$ cat src/rtl/mem_port_arbiter_if.sv
`default_nettype none
// ============================================================================
// Module   : mem_port_arbiter_if
// Brief    : Requester, memory and status signals of the shared memory port.
// Revision : 1.0 - initial release
// ============================================================================
interface mem_port_arbiter_if #(
    parameter int ADDR_W = 32,
    parameter int DATA_W = 32
);
    logic              flush;
    logic              f_req;
    logic [ADDR_W-1:0] f_addr;
    logic              f_ack;
    logic [DATA_W-1:0] f_rdata;
    logic              l_req;
    logic              l_we;
    logic [ADDR_W-1:0] l_addr;
    logic [DATA_W-1:0] l_wdata;
    logic              l_ack;
    logic [DATA_W-1:0] l_rdata;
    logic              mem_en;
    logic              mem_we;
    logic [ADDR_W-1:0] mem_addr;
    logic [DATA_W-1:0] mem_wdata;
    logic [DATA_W-1:0] mem_rdata;
    logic              busy;

    // Requesters and memory side
    modport master (
        output flush, f_req, f_addr, l_req, l_we, l_addr, l_wdata, mem_rdata,
        input  f_ack, f_rdata, l_ack, l_rdata, mem_en, mem_we, mem_addr,
               mem_wdata, busy
    );

    // Arbiter side
    modport slave (
        input  flush, f_req, f_addr, l_req, l_we, l_addr, l_wdata, mem_rdata,
        output f_ack, f_rdata, l_ack, l_rdata, mem_en, mem_we, mem_addr,
               mem_wdata, busy
    );
endinterface
`default_nettype wire

$ cat src/rtl/mem_port_arbiter.sv
`default_nettype none
// ============================================================================
// Module   : mem_port_arbiter
// Brief    : Round-robin fetch/LSU arbiter for a fixed-latency memory port.
// Revision : 1.0 - initial release
// ============================================================================
module mem_port_arbiter #(
    parameter int ADDR_W  = 32,
    parameter int DATA_W  = 32,
    parameter int MEM_LAT = 2
) (
    input  logic              clk,
    input  logic              reset,
    mem_port_arbiter_if.slave bus
);

    localparam logic [1:0] c_IDLE   = 2'd0;
    localparam logic [1:0] c_ACCESS = 2'd1;
    localparam logic [1:0] c_RESP   = 2'd2;
    localparam logic [3:0] c_LAT_M1 = 4'(MEM_LAT - 1);

    logic [1:0]        r_state;
    logic              r_last_lsu;
    logic              r_grant_lsu;
    logic              r_store;
    logic [3:0]        r_cnt;
    logic              r_squash;
    logic              r_f_ack;
    logic              r_l_ack;
    logic [DATA_W-1:0] r_f_rdata;
    logic [DATA_W-1:0] r_l_rdata;
    logic              r_mem_en;
    logic              r_mem_we;
    logic [ADDR_W-1:0] r_mem_addr;
    logic [DATA_W-1:0] r_mem_wdata;
    logic              r_busy;

    logic              w_any_req;
    logic              w_pick_lsu;

    // On a tie the LSU wins only if fetch was granted last
    assign w_any_req  = bus.f_req | bus.l_req;
    assign w_pick_lsu = bus.l_req & (~bus.f_req | ~r_last_lsu);

    always_ff @(posedge clk or posedge reset) begin
        if (reset) begin
            r_state     <= c_IDLE;
            r_last_lsu  <= 1'b1;
            r_grant_lsu <= 1'b0;
            r_store     <= 1'b0;
            r_cnt       <= 4'd0;
            r_squash    <= 1'b0;
            r_f_ack     <= 1'b0;
            r_l_ack     <= 1'b0;
            r_f_rdata   <= '0;
            r_l_rdata   <= '0;
            r_mem_en    <= 1'b0;
            r_mem_we    <= 1'b0;
            r_mem_addr  <= '0;
            r_mem_wdata <= '0;
            r_busy      <= 1'b0;
        end else begin
            case (r_state)
                c_IDLE: begin
                    r_squash <= 1'b0;
                    if (w_any_req) begin
                        r_state     <= c_ACCESS;
                        r_busy      <= 1'b1;
                        r_mem_en    <= 1'b1;
                        r_grant_lsu <= w_pick_lsu;
                        r_last_lsu  <= w_pick_lsu;
                        r_store     <= w_pick_lsu & bus.l_we;
                        r_mem_we    <= w_pick_lsu & bus.l_we;
                        r_mem_addr  <= w_pick_lsu ? bus.l_addr : bus.f_addr;
                        r_mem_wdata <= w_pick_lsu ? bus.l_wdata : '0;
                        r_cnt       <= c_LAT_M1;
                    end
                end
                c_ACCESS: begin
                    r_mem_en <= 1'b0;
                    r_mem_we <= 1'b0;
                    if (bus.flush && !r_grant_lsu) begin
                        r_squash <= 1'b1;
                    end
                    if (r_cnt == 4'd0) begin
                        r_state <= c_RESP;
                        if (r_grant_lsu) begin
                            r_l_ack <= 1'b1;
                            if (!r_store) begin
                                r_l_rdata <= bus.mem_rdata;
                            end
                        // A flush in the final cycle must also squash
                        end else if (!(r_squash || bus.flush)) begin
                            r_f_ack   <= 1'b1;
                            r_f_rdata <= bus.mem_rdata;
                        end
                    end else begin
                        r_cnt <= r_cnt - 4'd1;
                    end
                end
                c_RESP: begin
                    r_f_ack  <= 1'b0;
                    r_l_ack  <= 1'b0;
                    r_busy   <= 1'b0;
                    r_squash <= 1'b0;
                    r_state  <= c_IDLE;
                end
                default: begin
                    r_state <= c_IDLE;
                    r_busy  <= 1'b0;
                end
            endcase
        end
    end

    assign bus.f_ack     = r_f_ack;
    assign bus.f_rdata   = r_f_rdata;
    assign bus.l_ack     = r_l_ack;
    assign bus.l_rdata   = r_l_rdata;
    assign bus.mem_en    = r_mem_en;
    assign bus.mem_we    = r_mem_we;
    assign bus.mem_addr  = r_mem_addr;
    assign bus.mem_wdata = r_mem_wdata;
    assign bus.busy      = r_busy;

endmodule
`default_nettype wire

$ cat src/flat_wrapper.sv
// flat-port wrapper written by rule: the top's interface ports become plain ports
module mem_port_arbiter_flat 
#(
    parameter int ADDR_W  = 32,
    parameter int DATA_W  = 32,
    parameter int MEM_LAT = 2
)
  (clk, reset, bus_flush, bus_f_req, bus_f_addr, bus_l_req, bus_l_we, bus_l_addr, bus_l_wdata, bus_mem_rdata, bus_f_ack, bus_f_rdata, bus_l_ack, bus_l_rdata, bus_mem_en, bus_mem_we, bus_mem_addr, bus_mem_wdata, bus_busy);
  mem_port_arbiter_if #(.ADDR_W(ADDR_W), .DATA_W(DATA_W)) bus_i ();
  input  logic clk;
  input  logic reset;
  input wire logic [$bits(bus_i.flush)-1:0] bus_flush;
  input wire logic [$bits(bus_i.f_req)-1:0] bus_f_req;
  input wire logic [$bits(bus_i.f_addr)-1:0] bus_f_addr;
  input wire logic [$bits(bus_i.l_req)-1:0] bus_l_req;
  input wire logic [$bits(bus_i.l_we)-1:0] bus_l_we;
  input wire logic [$bits(bus_i.l_addr)-1:0] bus_l_addr;
  input wire logic [$bits(bus_i.l_wdata)-1:0] bus_l_wdata;
  input wire logic [$bits(bus_i.mem_rdata)-1:0] bus_mem_rdata;
  output wire logic [$bits(bus_i.f_ack)-1:0] bus_f_ack;
  output wire logic [$bits(bus_i.f_rdata)-1:0] bus_f_rdata;
  output wire logic [$bits(bus_i.l_ack)-1:0] bus_l_ack;
  output wire logic [$bits(bus_i.l_rdata)-1:0] bus_l_rdata;
  output wire logic [$bits(bus_i.mem_en)-1:0] bus_mem_en;
  output wire logic [$bits(bus_i.mem_we)-1:0] bus_mem_we;
  output wire logic [$bits(bus_i.mem_addr)-1:0] bus_mem_addr;
  output wire logic [$bits(bus_i.mem_wdata)-1:0] bus_mem_wdata;
  output wire logic [$bits(bus_i.busy)-1:0] bus_busy;
  assign bus_i.flush = bus_flush;
  assign bus_i.f_req = bus_f_req;
  assign bus_i.f_addr = bus_f_addr;
  assign bus_i.l_req = bus_l_req;
  assign bus_i.l_we = bus_l_we;
  assign bus_i.l_addr = bus_l_addr;
  assign bus_i.l_wdata = bus_l_wdata;
  assign bus_i.mem_rdata = bus_mem_rdata;
  assign bus_f_ack = bus_i.f_ack;
  assign bus_f_rdata = bus_i.f_rdata;
  assign bus_l_ack = bus_i.l_ack;
  assign bus_l_rdata = bus_i.l_rdata;
  assign bus_mem_en = bus_i.mem_en;
  assign bus_mem_we = bus_i.mem_we;
  assign bus_mem_addr = bus_i.mem_addr;
  assign bus_mem_wdata = bus_i.mem_wdata;
  assign bus_busy = bus_i.busy;
  mem_port_arbiter #(.ADDR_W(ADDR_W), .DATA_W(DATA_W), .MEM_LAT(MEM_LAT)) u_core (.clk(clk), .reset(reset), .bus(bus_i));
endmodule
$ cat config.mk
export PLATFORM = sky130hd
export DESIGN_NAME = mem_port_arbiter_flat
export DESIGN_NICKNAME = d
export VERILOG_FILES = /design/src/rtl/mem_port_arbiter_if.sv /design/src/rtl/mem_port_arbiter.sv /design/src/flat_wrapper.sv
export SDC_FILE = /design/constraint.sdc
export NUM_CORES = 1
export LEC_CHECK = 0
export CAP_MARGIN = 20
export CORE_UTILIZATION = 35
export CTS_CLUSTER_DIAMETER = 30
export DETAILED_ROUTE_END_ITERATION = 6
export GPL_TIMING_DRIVEN = 0
export PLACE_DENSITY = 0.74
export REMOVE_ABC_BUFFERS = 1
export SLEW_MARGIN = 5
export SYNTH_ARGS = -nofsm -noshare
export SYNTH_HDL_FRONTEND = slang
export SYNTH_SLANG_ARGS = --single-unit
$ cat constraint.sdc
create_clock -name clk -period 7.1 [get_ports clk]
set_clock_uncertainty 0.05 [all_clocks]
set_input_delay 1.775 -clock clk [delete_from_list [all_inputs] [get_ports clk]]
set_output_delay 1.775 -clock clk [all_outputs]
set_load 0.02 [all_outputs]
## Yosys cells after proc, flatten, opt, wreduce, memory -nomap -nowiden

Cells that the tools add are included.
Widths: inputs -> output; s select.

- Eq/ne operators: 9
- Reduce and logical (&&, ||, !) cells: 19
- Bitwise operators: 10
- Muxes and demuxes: 22
- Add/sub/neg operators: 1

Operators by type and width:

| kind | number |
|---|---|
| $mux 32 | 2 |
| $pmux 1 s2 | 6 |
| $reduce_and 4->1 | 3 |
| $reduce_and 2->1 | 5 |
| $mux 1 | 8 |
| $mux 4 | 2 |
| $ne 2x1->1 const B | 4 |
| $pmux 4 s2 | 1 |
| $ne 2x2->1 const B | 3 |
| $not 1->1 | 6 |
| $reduce_and 3->1 | 2 |
| $reduce_bool 2->1 | 3 |
| $logic_not 4->1 | 1 |
| $mux 2 | 2 |
| $pmux 2 s2 | 1 |
| $sub 4x1->4 const B | 1 |
| $and 1x1->1 | 2 |
| $eq 2x1->1 const B | 1 |
| $eq 2x2->1 const B | 1 |
| $logic_not 2->1 | 1 |
| $or 1x1->1 | 2 |
| $reduce_or 2->1 | 1 |
| $logic_and 1x1->1 | 1 |
| $logic_not 1->1 | 1 |
| $logic_or 1x1->1 | 1 |

- Input bits: 134
- Register bits: 143
- Output and inout port bits: 133
- Logic and storage cells: 76

## Depth between registers and ports, before layout

Gate-level depths: netlist of the first run.

- Word-level depth: 6
- Depth in mapped cells: 7

## Worst setup path before layout of the first run

No wires, ideal clock.

- Kind: input to register
- Start point: in bus_f_req
- End point: reg u_core.r_cnt[0]
- Required time: 6925 ps
- Buffers on the path: 0
- Stages: 3
- Arrival: 2705 ps
- Setup slack: 4221 ps
- Library setup time: 125 ps
- Cell sequence: nor3b_1 > a211oi_1 > mux2_2

- Word-level cells in the longest chain between the ends: 3

Ends and longest elaborated chain:

| what | line | RTL |
|---|---|---|
| start, declared | flat_wrapper.sv:13 | `input wire logic [$bits(bus_i.f_req)-1:0] bus_f_req;` |
| $or 1x1->1 | mem_port_arbiter.sv:42 | `assign w_any_req = bus.f_req \| bus.l_req;` |
| $ne 2x1->1 (no source line) | - |  |
| $reduce_and 3->1 (no source line) | - |  |
| end signal, assigned | mem_port_arbiter.sv:76 | `r_cnt <= c_LAT_M1;` |
| end signal, assigned | mem_port_arbiter.sv:98 | `r_cnt <= r_cnt - 4'd1;` |
| end, declared | mem_port_arbiter.sv:26 | `logic [3:0] r_cnt;` |

No other way between the ends.
A chain may end at the register's enable or synchronous reset.

## Worst setup path after layout of the first run

- Start point: in bus_l_req
- End point: reg u_core.r_mem_wdata[3], in the netlist u_core.bus.mem_wdata[3]

- Word-level cells in the longest chain between the ends: 2
- Elaborated cells on any way between the ends: 4
- Classes of those cells: mux: 1; bitwise: 2; reduce/logical: 1

Ends and longest elaborated chain:

| what | line | RTL |
|---|---|---|
| start, declared | flat_wrapper.sv:15 | `input wire logic [$bits(bus_i.l_req)-1:0] bus_l_req;` |
| $and 1x1->1 / $or 1x1->1 (equally long branches) | mem_port_arbiter.sv:43, mem_port_arbiter.sv:42 |  |
| $mux 32 / $reduce_and 2->1 (equally long branches) | - |  |
| end signal, assigned | mem_port_arbiter.sv:75 | `r_mem_wdata <= w_pick_lsu ? bus.l_wdata : '0;` |
| end, declared | mem_port_arbiter.sv:35 | `logic [DATA_W-1:0] r_mem_wdata;` |

Parallel ways exist; a longest one is shown, timed or not.

==> results of run 1 <==
## final cells by class
class                      count  area (um^2)
tap                          216          270
timing repair buffer         273         2820
sequential                   143         3580
fill                        1228         6690
multi-input combinational    252         2060
clock buffer                  17          425
clock inverter                15          173
inverter                       9         38.8
## cells in the final DEF (no fill, tap or decap), types with 3 or more instances in the layout
cell type and n:
mux2_1 3, clkdlybuf4s50_1 266, o21ai_0 40, buf_12 3, ha_1 6, inv_1 8, nand2_1 38, inv_6 7
mux2_2 63, o31ai_1 3, a22o_1 32, clkbuf_16 17, a21oi_1 3, dfrtp_1 142, nor2_1 4, mux2i_1 34
buf_16 3
## logic make-up (layout without fill, tap and decap cells)
| kind of cell | Yosys count | after routing | share of synthesized area, % |
|---|---|---|---|
| muxes | 100 | 100 | 18.7 |
| DFF | 143 | 143 | 61.7 |
| adders and majority gates | 6 | 6 | 1.29 |
| AOI/OAI and AO/OA | 90 | 90 | 10.5 |
| buffers and inverters | 37 | 314 | 3.15 |
| and+or+nand+nor | 56 | 56 | 4.74 |
## sequential cells by signal, indices dropped and copies added, names as in the netlist
register / flops
u_core.bus.f_rdata: 32
u_core.bus.l_rdata: 32
u_core.bus.mem_addr: 32
u_core.bus.mem_wdata: 32
u_core.r_cnt: 4
u_core.r_state: 2
u_core.bus.busy: 1
u_core.bus.f_ack: 1
u_core.bus.l_ack: 1
u_core.bus.mem_en: 1
u_core.bus.mem_we: 1
u_core.r_grant_lsu: 1
u_core.r_last_lsu: 1
u_core.r_squash: 1
u_core.r_store: 1
## where the power goes
part	internal, mW	total, mW	switching [mW]
logic	1.04	2.05	1.01
registers	1.20	1.42	0.217
clock network	0.529	0.894	0.365
total	2.77	4.36	1.59
## per-stage QoR
| stage | cells | setup TNS, ps | hold slack, ps | area, um^2 |
|---|---|---|---|---|
| finish | 925 | 0 | 428 | 9370 |
| floorplan | 404 | -12480 | 442 | 5650 |
| global placement | 886 | -256680 | 412 | 8590 |
| detailed placement | 893 | 0 | 420 | 8770 |
| CTS | 925 | 0 | 433 | 9370 |
| global route | 925 | 0 | 449 | 9370 |
## routing by layer
layer | vias up | GRT usage (%)
li1 | 2084 | -
met1 | 2113 | 19.7
met2 | 202 | 32.9
met3 | 15 | 8.55
met4 | 0 | 5.54
met5 | - | 0
## worst max-delay path, cell delays in order
cell and delay [ps]:
clkdlybuf4s50_1 590, a21boi_4 570, and2_1 550, buf_16 220, a22o_1 140
## how the worst min path moves through the flow
| stage | start | to | slack (ps) | cells past startpoint |
|---|---|---|---|---|
| 2_1_floorplan | u_core.r_last_lsu | u_core.r_last_lsu | 440 | 1 |
| 4_1_cts | u_core.bus.mem_addr[10] | u_core.bus.mem_addr[10] | 430 | 2 |
| 3_3_place_gp | u_core.bus.mem_addr[22] | u_core.bus.mem_addr[22] | 410 | 2 |
| 6_report | u_core.bus.mem_addr[13] | u_core.bus.mem_addr[13] | 430 | 2 |
| 3_5_place_dp | u_core.bus.mem_addr[15] | u_core.bus.mem_addr[15] | 420 | 2 |
| 5_1_grt | u_core.bus.l_rdata[25] | u_core.bus.l_rdata[25] | 450 | 1 |
==> reports/qor.txt, run 1 <==
LOGIC SYNTHESIS
----------------------------------------------------------------------------------------
Top-count cell post-synth                                                        dfrtp_1
Cell area after synthesis                                                      5800 um^2
Avg Inst Size Synth                                                            13.4 um^2
Register bit total from synthesis                                                    143
Largest cells by area after synthesis                                       dfrtp_1, mux2_2, mux2i_1, a22o_1, o21ai_0
Area share of the leading cell type in the synthesized netlist                     61.2%
Most area-hungry cell type in the Yosys netlist                                  dfrtp_1
Synthesized netlist cell count                                                       432
Number of library cell types mapped by synthesis                                      40
Number of synthesized flops with an enable pin                                         0
Fraction of registers with async set/reset                                          100%
Number of warnings issued by yosys                                                     0
Cell types with the highest counts after synthesis                          dfrtp_1, mux2_2, o21ai_0, nand2_1, mux2i_1
Sequential cell area fraction in the yosys report                                  61.7%
Prevailing post-synth register cell                                              dfrtp_1

CTS
----------------------------------------------------------------------------------------
Number of buffers between clock root and the deepest sink                              2
Post-CTS Repair Setup Buffers                                                          0
Total number of H-tree levels                                                          4
TritonCTS clock tree                                                                 yes
Root Buffer                                                                    clkbuf_16
Clk slew on worst S/H paths                                                        60 ps
# resized after CTS                                                                    0
Cts bufs inserted                                                                     17
Clock sink total                                                                     143
Hold bufs inserted after CTS                                                           0
Source-to-sink clock delay at the later pin of the worst-skew pair                410 ps

POWER
----------------------------------------------------------------------------------------
Leakage power of the design                                                      4.09 nW
Power density cells                                                          465 nW/um^2
Power after layout                                                               4.36 mW
Worst voltage drop across the vdd grid                                            271 uV

CRITICAL PATH
----------------------------------------------------------------------------------------
Critical-path maximum fanout                                                          24
Required time of the critical path                                               7400 ps
Setup Crit Path Kind                                                        input port to flip-flop
Critical Path Start Type                                                      input port
Worst endpoint data arrival time                                                 3850 ps
Endpoint of the most critical register-to-register path                     u_core.bus.f_rdata[20]
Start point of the critical path                                               bus_l_req
Nature of the critical path endpoint                                           flip-flop
Register-to-register setup slack                                                 4650 ps
Worst R2R Start                                                             u_core.r_cnt[0]
Number of cells traversed by the worst register-to-register path                       5
Crit path to                                                                u_core.bus.mem_wdata[3]

ROUTING
----------------------------------------------------------------------------------------
Total met2 wirelength after detailed routing                                     7.70 mm
Highest Signal Layer                                                                met4
Overall routed net length                                                        15.3 mm
Detailed-route wire length per cell                                              16.5 um
Number of search-and-repair iterations in the first detailed-routing pass              4
Total via count in the routed design                                                4414
Average vias per placed instance                                                    4.77
Number of antenna-violating nets in the routed design                                  0
Residual DRC count                                                                     0
Wire length on met3                                                              1.60 mm
Initial DRC count                                                                    138
Detailed-routing wirelength on met1                                              5.80 mm

DIE
----------------------------------------------------------------------------------------
Effective utilization at floorplan                                                 36.1%
Die span in y                                                                     131 um
Top Ports                                                                            267
Core footprint                                                                16100 um^2
# rows                                                                                46
Area of the die                                                               17100 um^2
Width of the chip                                                                 131 um

HOLD PATH
----------------------------------------------------------------------------------------
Type of the tightest min-delay check                                        flip-flop to flip-flop

GLOBAL ROUTE
----------------------------------------------------------------------------------------
Gr ovfl total                                                                          0
Wire length of the first global-routing pass                                     23.6 mm
Via count of the first global-routing pass                                          4532
Overall Global Routing Usage                                                       18.6%
Largest net degree at the start of global routing                                     73
Initial antenna violation count                                                        0

PLACED DESIGN
----------------------------------------------------------------------------------------
Buffers on Ports                                                                     266
Setup slack at placement                                                         3130 ps
Placed wire-length estimate                                                      11.6 mm
Final GP Congestion                                                                0.772

STA
----------------------------------------------------------------------------------------
Least-Margin Pin Slew                                                             872 ps
Final critical-path required period                                              3550 ps
Final Max Tran Viols                                                                   0
Relative slew margins                                                              41.7%
RSZ-0062 raised after global routing                                               false
Period Utilization, post-route                                                     50.0%
Hold Vio Cnt, Final                                                                    0
Fmax                                                                           0.282 GHz
Setup Viol. Count Final                                                                0
Minimum setup slack in the final design                                          3550 ps

CELLS AND AREA
----------------------------------------------------------------------------------------
Final core utilization                                                             58.4%
Net count, final                                                                     836
Signed area change from the synthesized netlist to the final layout                61.5%
Share of layout cells above drive strength 1                                       15.5%
Antenna diodes                                                                         0

JOB
----------------------------------------------------------------------------------------
Reported max-cap violation count                                                       0

STATUS
----------------------------------------------------------------------------------------
Status                                                                      finished, final reports clean

No activity file was read; power rests on OpenSTA's default activity.
==> run 2, diff against run 1 <==
- PLACE_DENSITY: 0.74 -> 0.76
- clock period: 7.1 -> 2.9 ns (I/O delays scaled with it)
==> run 2 against run 1 <==
Net effect:
- register-to-register slack worse by 4300 ps
- utilization up 0.12 points
- global-route usage down 1.1 points
- count of clock-buffer cells in the layout up 1
- combinational power up 140%
- die area unchanged
- sequential cell count unchanged
- worst hold slack about the same
==> reports/qor.txt, run 2 (same netlist as run 1, synthesis figures left out) <==
GLOBAL ROUTE
----------------------------------------------------------------------------------------
Most congested layer reported by global routing                                     met2   unchanged
M1 GR Usage                                                                        19.8%   was 19.7%
Gr ovfl total                                                                          0   unchanged
Largest net degree at the start of global routing                                     93   was 73
Overall Global Routing Usage                                                       17.5%   was 18.6%
Met3 demand-to-capacity share in global routing                                    7.82%   was 8.55%
Initial antenna violation count                                                        0   unchanged
Wire length of the first global-routing pass                                     22.8 mm   was 23.6 mm
Met2 track demand over resource                                                    29.2%   was 32.9%
Via count of the first global-routing pass                                          4582   was 4532

POWER
----------------------------------------------------------------------------------------
Part of the power in the clock network                                             21.7%   was 20.5%
Leakage power of the design                                                      4.10 nW   was 4.09 nW
Power density cells                                                         1150 nW/um^2   was 465 nW/um^2
Worst voltage drop across the vdd grid                                            533 uV   was 271 uV
Switching power summed over all nets                                             3.86 mW   was 1.59 mW
Share of total power in combinational logic                                        46.2%   was 46.9%
Power share of the sequential group                                                32.1%   was 32.6%
Fraction of power spent switching nets                                             35.6%   was 36.5%
Internal Power                                                                   6.97 mW   was 2.77 mW

CRITICAL PATH
----------------------------------------------------------------------------------------
Critical Path Start Type                                                      input port   unchanged
Required time of the critical path                                               3200 ps   was 7400 ps
Cell with the largest stage delay on the worst path                               and2_1   was clkdlybuf4s50_1
Crit-path max cell delay                                                          710 ps   was 590 ps
Worst R2R Start                                                             u_core.r_cnt[0]   unchanged
Worst endpoint data arrival time                                                 2960 ps   was 3850 ps
Critical-path maximum fanout                                                          18   was 24
Nature of the critical path endpoint                                           flip-flop   unchanged
Start point of the critical path                                               bus_l_req   unchanged
Setup Crit Path Kind                                                        input port to flip-flop   unchanged
Cell chain of the critical path                                             clkdlybuf4s50_1, a21boi_4, and2_1, buf_8, a22o_1   was clkdlybuf4s50_1, a21boi_4, and2_1, buf_16, a22o_1
Register-to-register setup slack                                                  330 ps   was 4650 ps

JOB
----------------------------------------------------------------------------------------
Reported max-cap violation count                                                       0   unchanged

CELLS AND AREA
----------------------------------------------------------------------------------------
Most used cells in the layout excluding fill and tap cells                  clkdlybuf4s50_1, dfrtp_1, mux2_2, o21ai_0, nand2_1   unchanged
Final core utilization                                                             58.5%   was 58.4%
Share of layout cells above drive strength 1                                       15.4%   was 15.5%
Antenna diodes                                                                         0   unchanged
Net count, final                                                                     835   was 836
Most common cell after layout, fill and taps aside                          clkdlybuf4s50_1   unchanged
Signed area change from the synthesized netlist to the final layout                61.8%   was 61.5%

STA
----------------------------------------------------------------------------------------
Final critical-path required period                                              2670 ps
Fmax                                                                           0.375 GHz
Final Max Tran Viols                                                                   0   unchanged
Hold Vio Cnt, Final                                                                    0   unchanged
Period Utilization, post-route                                                     91.9%
RSZ-0062 raised after global routing                                               false   unchanged
Setup Viol. Count Final                                                                0   unchanged
Minimum setup slack in the final design                                           234 ps   was 3550 ps
Relative slew margins                                                              39.3%   was 41.7%
Least-Margin Pin Slew                                                             908 ps   was 872 ps

STATUS
----------------------------------------------------------------------------------------
Status                                                                      finished, final reports clean   unchanged

CTS
----------------------------------------------------------------------------------------
Number of buffers between clock root and the deepest sink                              2   unchanged
Post-CTS Repair Setup Buffers                                                          0   unchanged
Total number of H-tree levels                                                          4   unchanged
# resized after CTS                                                                    0   unchanged
TritonCTS clock tree                                                                 yes   unchanged
Root Buffer                                                                    clkbuf_16   unchanged
Clock sink total                                                                     143   unchanged
Clk slew on worst S/H paths                                                        60 ps   about the same
Source-to-sink clock delay at the later pin of the worst-skew pair                410 ps   about the same
Hold bufs inserted after CTS                                                           0   unchanged
Cts bufs inserted                                                                     17   unchanged

HOLD PATH
----------------------------------------------------------------------------------------
Type of the tightest min-delay check                                        flip-flop to flip-flop   unchanged
Start point of the worst min-delay path                                     u_core.bus.mem_addr[22]   was u_core.bus.mem_addr[13]

ROUTING
----------------------------------------------------------------------------------------
Overall routed net length                                                        14.7 mm   was 15.3 mm
Number of antenna-violating nets in the routed design                                  0   unchanged
Initial DRC count                                                                    127   was 138
Detailed-route wire length per cell                                              15.9 um   was 16.5 um
Average vias per placed instance                                                    4.73   was 4.77
Total via count in the routed design                                                4370   was 4414
Residual DRC count                                                                     0   unchanged
Number of search-and-repair iterations in the first detailed-routing pass              4   unchanged

DIE
----------------------------------------------------------------------------------------
# rows                                                                                46   unchanged
Area of the die                                                               17100 um^2   unchanged
Effective utilization at floorplan                                                 36.1%   unchanged
Die span in y                                                                     131 um   unchanged
Core footprint                                                                16100 um^2   unchanged
Top Ports                                                                            267   unchanged
Width of the chip                                                                 131 um   unchanged

PLACED DESIGN
----------------------------------------------------------------------------------------
Placed wire-length estimate                                                      11.0 mm   was 11.6 mm
Buffers on Ports                                                                     266   unchanged
Setup slack at placement                                                         -249 ps   was 3130 ps
Final GP Congestion                                                                0.750   was 0.772

==> run 2: cell type report <==
type	instances	area, um^2
clock inverters	14	204
flip-flops and latches	143	3580
well taps	216	270
fillers	1224	6670
repair buffers	272	2800
multi-input cells	252	2060
clock buffers	18	439
inverters	9	38.8
==> run 2: power groups by stage <==
stage                     logic (mW)  clock network, mW  registers (mW)
final                           5.00               2.35            3.48
after global routing            5.36               2.51            3.61
after CTS                       5.06               2.42            3.49
after detailed placement        5.04                  0            3.52
after global placement          4.92                  0            3.48
after floorplan                 1.49                  0            4.53
==> run 2: per-stage QoR <==
stage          hold slack, ps  cells  power (mW)  cell area (um^2)  TNS (ps)
2_1_floorplan             442    404        6.02              5650   -472130
3_3_place_gp              412    886        8.40              8590   -904150
3_5_place_dp              420    892        8.56              8750     -4630
4_1_cts                   434    924        11.0              9390         0
5_1_grt                   459    924        11.5              9390         0
6_report                  428    924        10.8              9390         0
==> run 2: final timing paths <==
check | to | cells after the start
worst min register to register | u_core.bus.mem_addr[22] | 2
worst min-delay path | u_core.bus.mem_addr[22] | 2
max in group asynchronous | u_core.bus.mem_addr[21] | 3
worst max register to register | u_core.bus.l_rdata[11] | 6
worst max-delay path | u_core.bus.mem_wdata[7] | 5
min in group asynchronous | u_core.bus.f_rdata[3] | 2
==> run 2: worst max-delay path, delay by kind of cell <==
kind	cells	cell delay (ps)
and+or+nand+nor	1	710
AOI/OAI and AO/OA	2	690
buffers and inverters	2	830
==> run 2: routing by layer <==
metal	up-vias	routed length [um]
met3	17	1390
li1	2072	-
met4	0	248
met5	-	0
met1	2091	5800
met2	190	7240
